### src/rtl/axi_rd_arbiter.sv
// Round-robin arbiter sharing one AXI read channel between two refill requesters; one burst in flight.
// Accept -> arvalid is 1 cycle; R beats pass through with zero latency and no requester backpressure.
module axi_rd_arbiter #(
  parameter int AXI_DATA_WIDTH = 128,
  parameter int ADDR_WIDTH     = 32
) (
  input  logic                      aclk,
  input  logic                      aresetn,
  input  logic [1:0]                req_valid,
  output logic [1:0]                req_ready,
  input  logic [ADDR_WIDTH-1:0]     req0_addr,
  input  logic [7:0]                req0_len,
  input  logic [2:0]                req0_size,
  input  logic [ADDR_WIDTH-1:0]     req1_addr,
  input  logic [7:0]                req1_len,
  input  logic [2:0]                req1_size,
  output logic [1:0]                resp_valid,
  output logic [AXI_DATA_WIDTH-1:0] resp_data,
  output logic                      resp_last,
  output logic                      resp_err,
  output logic [3:0]                arid,
  output logic [ADDR_WIDTH-1:0]     araddr,
  output logic [7:0]                arlen,
  output logic [2:0]                arsize,
  output logic [1:0]                arburst,
  output logic                      arvalid,
  input  logic                      arready,
  input  logic [3:0]                rid,
  input  logic [AXI_DATA_WIDTH-1:0] rdata,
  input  logic [1:0]                rresp,
  input  logic                      rlast,
  input  logic                      rvalid,
  output logic                      rready
);

  typedef enum logic [1:0] {IDLE, ADDR, DATA} state_e;

  state_e                state_q, state_d;
  logic                  last_grant_q, last_grant_d;
  logic [3:0]            arid_q, arid_d;
  logic [ADDR_WIDTH-1:0] araddr_q, araddr_d;
  logic [7:0]            arlen_q, arlen_d;
  logic [2:0]            arsize_q, arsize_d;
  logic [7:0]            beat_cnt_q, beat_cnt_d;
  logic                  err_acc_q, err_acc_d;

  logic gnt_vld;
  logic gnt_idx;
  logic beat_err;

  // On a tie the requester that did not win last time goes first.
  always_comb begin
    gnt_vld = |req_valid;
    gnt_idx = 1'b0;
    case (req_valid)
      2'b01:   gnt_idx = 1'b0;
      2'b10:   gnt_idx = 1'b1;
      2'b11:   gnt_idx = ~last_grant_q;
      default: gnt_idx = 1'b0;
    endcase
  end

  assign beat_err = (rresp != 2'b00) || (rid != arid_q);

  always_comb begin
    state_d      = state_q;
    last_grant_d = last_grant_q;
    arid_d       = arid_q;
    araddr_d     = araddr_q;
    arlen_d      = arlen_q;
    arsize_d     = arsize_q;
    beat_cnt_d   = beat_cnt_q;
    err_acc_d    = err_acc_q;
    case (state_q)
      IDLE: begin
        if (gnt_vld) begin
          state_d      = ADDR;
          last_grant_d = gnt_idx;
          arid_d       = {3'b000, gnt_idx};
          araddr_d     = gnt_idx ? req1_addr : req0_addr;
          arlen_d      = gnt_idx ? req1_len  : req0_len;
          arsize_d     = gnt_idx ? req1_size : req0_size;
          beat_cnt_d   = 8'd0;
          err_acc_d    = 1'b0;
        end
      end
      ADDR: begin
        if (arready) state_d = DATA;
      end
      DATA: begin
        if (rvalid) begin
          beat_cnt_d = (beat_cnt_q == 8'hFF) ? 8'hFF : beat_cnt_q + 8'd1;
          err_acc_d  = err_acc_q | beat_err;
          if (rlast) state_d = IDLE;
        end
      end
      default: state_d = IDLE;
    endcase
  end

  always_ff @(posedge aclk or negedge aresetn) begin
    if (!aresetn) begin
      state_q      <= IDLE;
      last_grant_q <= 1'b1;
      arid_q       <= 4'd0;
      araddr_q     <= '0;
      arlen_q      <= 8'd0;
      arsize_q     <= 3'd0;
      beat_cnt_q   <= 8'd0;
      err_acc_q    <= 1'b0;
    end else begin
      state_q      <= state_d;
      last_grant_q <= last_grant_d;
      arid_q       <= arid_d;
      araddr_q     <= araddr_d;
      arlen_q      <= arlen_d;
      arsize_q     <= arsize_d;
      beat_cnt_q   <= beat_cnt_d;
      err_acc_q    <= err_acc_d;
    end
  end

  // Beat count mismatch on rlast catches both early and late termination.
  always_comb begin
    req_ready  = 2'b00;
    resp_valid = 2'b00;
    resp_last  = 1'b0;
    resp_err   = 1'b0;
    if (state_q == IDLE && gnt_vld) req_ready = gnt_idx ? 2'b10 : 2'b01;
    if (state_q == DATA && rvalid) begin
      resp_valid = arid_q[0] ? 2'b10 : 2'b01;
      resp_last  = rlast;
      resp_err   = rlast & (err_acc_q | beat_err | (beat_cnt_q != arlen_q));
    end
  end

  assign resp_data = rdata;
  assign arid      = arid_q;
  assign araddr    = araddr_q;
  assign arlen     = arlen_q;
  assign arsize    = arsize_q;
  assign arburst   = 2'b01;
  assign arvalid   = (state_q == ADDR);
  assign rready    = (state_q == DATA);

endmodule

### config.mk
export PLATFORM = sky130hd
export DESIGN_NAME = axi_rd_arbiter
export DESIGN_NICKNAME = d
export VERILOG_FILES = /design/src/rtl/axi_rd_arbiter.sv
export SDC_FILE = /design/constraint.sdc
export NUM_CORES = 1
export LEC_CHECK = 0
export BUFFER_PORTS_ARGS = -buffer_cell sky130_fd_sc_hd__buf_4
export CAP_MARGIN = 20
export CORE_AREA = 2 2 162 164
export DETAILED_ROUTE_END_ITERATION = 7
export DIE_AREA = 0 0 164 166
export PLACE_DENSITY_LB_ADDON = 0.08
export SLEW_MARGIN = 20
export SYNTH_ARGS = -nofsm -noshare
export SYNTH_HDL_FRONTEND = slang
export SYNTH_SLANG_ARGS = --single-unit
### constraint.sdc
create_clock -name aclk -period 1.4 [get_ports aclk]
set_input_delay 0.07 -clock aclk [delete_from_list [all_inputs] [get_ports aclk]]
set_output_delay 0.07 -clock aclk [all_outputs]
set_load 0.01 [all_outputs]
==> results.yml <==
status:
  status: "finished, violations left"
  violations: "negative setup slack"
power:
  ir_drop_mv: 0.613
  p_sw_uw: 3830
  intPower_uw: 6190
  power_uw: 10000
  swShare_pct: 38.2
  pwr_density_cell_mw_per_mm2: 1670
  p_clk_share_pct: 13.7
  p_leak_uw: 0.00289
  p_comb_share_pct: 57.7
  pwr-share-seq_pct: 28.6
critical_path:
  crit_slowest_cell: "dfstp_2"
  cp.arrival_ps: 1600
  crit_type: "reg2out"
  worstPathRequired_ps: 1330
  critPathMaxFanout: 2
  worst_setup_path_start_kind: "flip-flop"
  endpoint_kind: "output port"
  max_stage_delay_ps: 560
  crit_chain: "nand2_4 > a2111oi_4 > buf_4 > buf_12 > buf_6"
synthesis:
  synth_area_per_cell_sq_um: 8.86
  synthCells: 408
  syn_area_sq_mm: 0.00362
  async_reset_ff_share_pct: 100
  synth_edf_count: 0
  ys.warnings.count: 0
  synth-seq-cells: 56
  synth.distinct_cells: 36
  ys_seq_area_share_pct: 38.8
  synthFlopType: "dfrtp_1"
clock_network:
  cts_sinks: 56
  path_clk_slew_ps: 80
  cts_buffers: 5
  clockBufferDepth: 2
  cts-root-buf: "clkbuf_16"
  cts_tree: "done"
  clk_latency_ps: 300
  htree_levels: 2
cells_and_area:
  fin_area_sq_mm: 0.00599
  final_common_cell: "buf_4"
  fin_cells: 909
  nNetsFinal: 801
  num_antenna_cells: 0
  mostFrequentLayoutCells: "buf_4, nand2_1, dlygate4sd3_1"
  area_growth_pct: 65.7
  drive_gt1_share_pct: 44.1
detailed_routing:
  vias_per_cell: 3.64
  wirelength_um: 14300
  drt_iter0_markers: 122
  first_pass_iters: 7
  dr_total_vias: 3308
  drc_errors: 0
  ant_nets: 0
  wire_per_inst_um: 15.7
floorplan:
  die_h_um: 166
  die_w_um: 164
  start_util_pct: 14.1
  die_area_sq_mm: 0.0272
  num_io_pins: 412
  rows: 59
  core-area_sq_mm: 0.0256
place:
  placed_cell_area_sq_mm: 0.00442
  dp.cells: 780
  hpwl_um: 9350
  gp_congestion: 0.680
  io_buffers: 150
sta:
  timing.final.crit_share_pct: 120
  rsz0062_at_grt: "yes"
  finalClockSkew_ps: 5.25
  finalHoldViolCount: 0
  fin_ws_ps: -274
  maxSlewViolCount: 0
  fmax_mhz: 597
  setup_viol: 52
  period_minus_slack_ps: 1670
global_routing:
  grt_pass1_wl_um: 21300
  grt_max_degree: 30
  overflow: 0
  antenna_found_initial: 0
  track_usage_pct: 10.4
  first_global_vias: 3640
worst_hold_path:
  min_path_type: "in2reg"
flow_run:
  drv_cap: 0
==> power by group through the flow <==
| stage | combinational [uW] | sequential [uW] | clock (uW) |
|---|---|---|---|
| floorplan | 2100 | 3140 | 0 |
| global placement | 4520 | 2920 | 0 |
| detailed placement | 4530 | 2920 | 0 |
| CTS | 5490 | 2890 | 1470 |
| global route | 6380 | 2980 | 1520 |
| finish | 5780 | 2870 | 1370 |
==> layer usage <==
layer / global-route usage [%] / up-vias / wire length [um]
met5: 0 / - / 0
met3: 2.85 / 68 / 793
met4: 5.38 / 0 / 606
met1: 11.7 / 1562 / 5580
met2: 17.9 / 123 / 7310
li1: - / 1555 / -
==> cell type report <==
class                      count  area (sq um)
clock buffer                   6           139
clock inverter                 2          10.0
fill                        2756         19600
inverter                       4          15.0
multi-input combinational    203          1250
sequential                    56          1410
tap                          335           419
timing repair buffer         303          2750
==> final timing paths <==
kind	from	endpoint	slack (ps)	cells after the start
max in group asynchronous	aresetn	araddr[23]$_DFFE_PN0P_	640	3
worst min register to register	araddr[2]$_DFFE_PN0P_	araddr[2]$_DFFE_PN0P_	480	2
worst min-delay path	req0_addr[2]	araddr[2]$_DFFE_PN0P_	10	3
min in group asynchronous	aresetn	araddr[0]$_DFFE_PN0P_	250	2
worst max register to register	last_grant_q$_DFFE_PN1P_	araddr[12]$_DFFE_PN0P_	-240	6
worst max-delay path	last_grant_q$_DFFE_PN1P_	req_ready[0]	-270	5
==> what timing repair did <==
| action | CTS | global route |
|---|---|---|
| setup buffers | 16 | 14 |
| gates resized for setup | 30 | 23 |
| setup endpoints to repair | 55 | 59 |
| hold endpoints to repair | 71 | 0 |
| hold buffers | 85 | 0 |
| gates cloned | 4 | 2 |
| pin swaps | 11 | 13 |
==> critical path, delay by kind of cell (launching register included) <==
| family | cells | cell delay (ps) |
|---|---|---|
| buf+inv | 3 | 380 |
| compound gates | 1 | 300 |
| simple gates | 1 | 60 |
| flops | 1 | 560 |
==> registers in the layout, summed over array words and instances, names as in the netlist <==
register and cells:
araddr 32, err_acc_q 1, last_grant_q 1, beat_cnt_q 8
state_q 2, arsize 3, arid 1, arlen 8
==> logic make-up after synthesis <==
family                     synth area share, %
buffers and inverters                     30.5
and+or+nand+nor                           14.4
AOI/OAI and AO/OA                         12.7
DFF                                       38.8
xor gates and xnor gates                  2.18
muxes                                    0.830
other                                    0.208
adders and majority gates                0.346
==> per-stage QoR <==
| step | util, % | setup WS (ps) | TNS, ps | hold slack, ps |
|---|---|---|---|---|
| floorplan | - | -110 | -3870 | -226 |
| global placement | 17.3 | -120 | -4300 | 59.4 |
| detailed placement | 17.3 | -155 | -5960 | 54.7 |
| CTS | 22.5 | -323 | -12170 | 0.199 |
| global route | 23.4 | -358 | -15010 | 14.0 |
| finish | 23.4 | -274 | -9510 | 11.4 |
==> synth_stat cells, types with 4 or more instances <==
cell	count	area (sq um)
nor2_1	8	30.0
nor3_1	4	20.0
a22oi_1	43	323
buf_4	133	998
o21ai_0	6	30.0
dfrtp_1	55	1380
a21oi_1	4	20.0
clkbuf_1	9	33.8
nand3_1	4	20.0
xor2_1	9	78.8
nand2_1	90	338
buf_6	4	45.0
inv_1	4	15.0
Note: power is estimated with default switching activity, not from simulation.
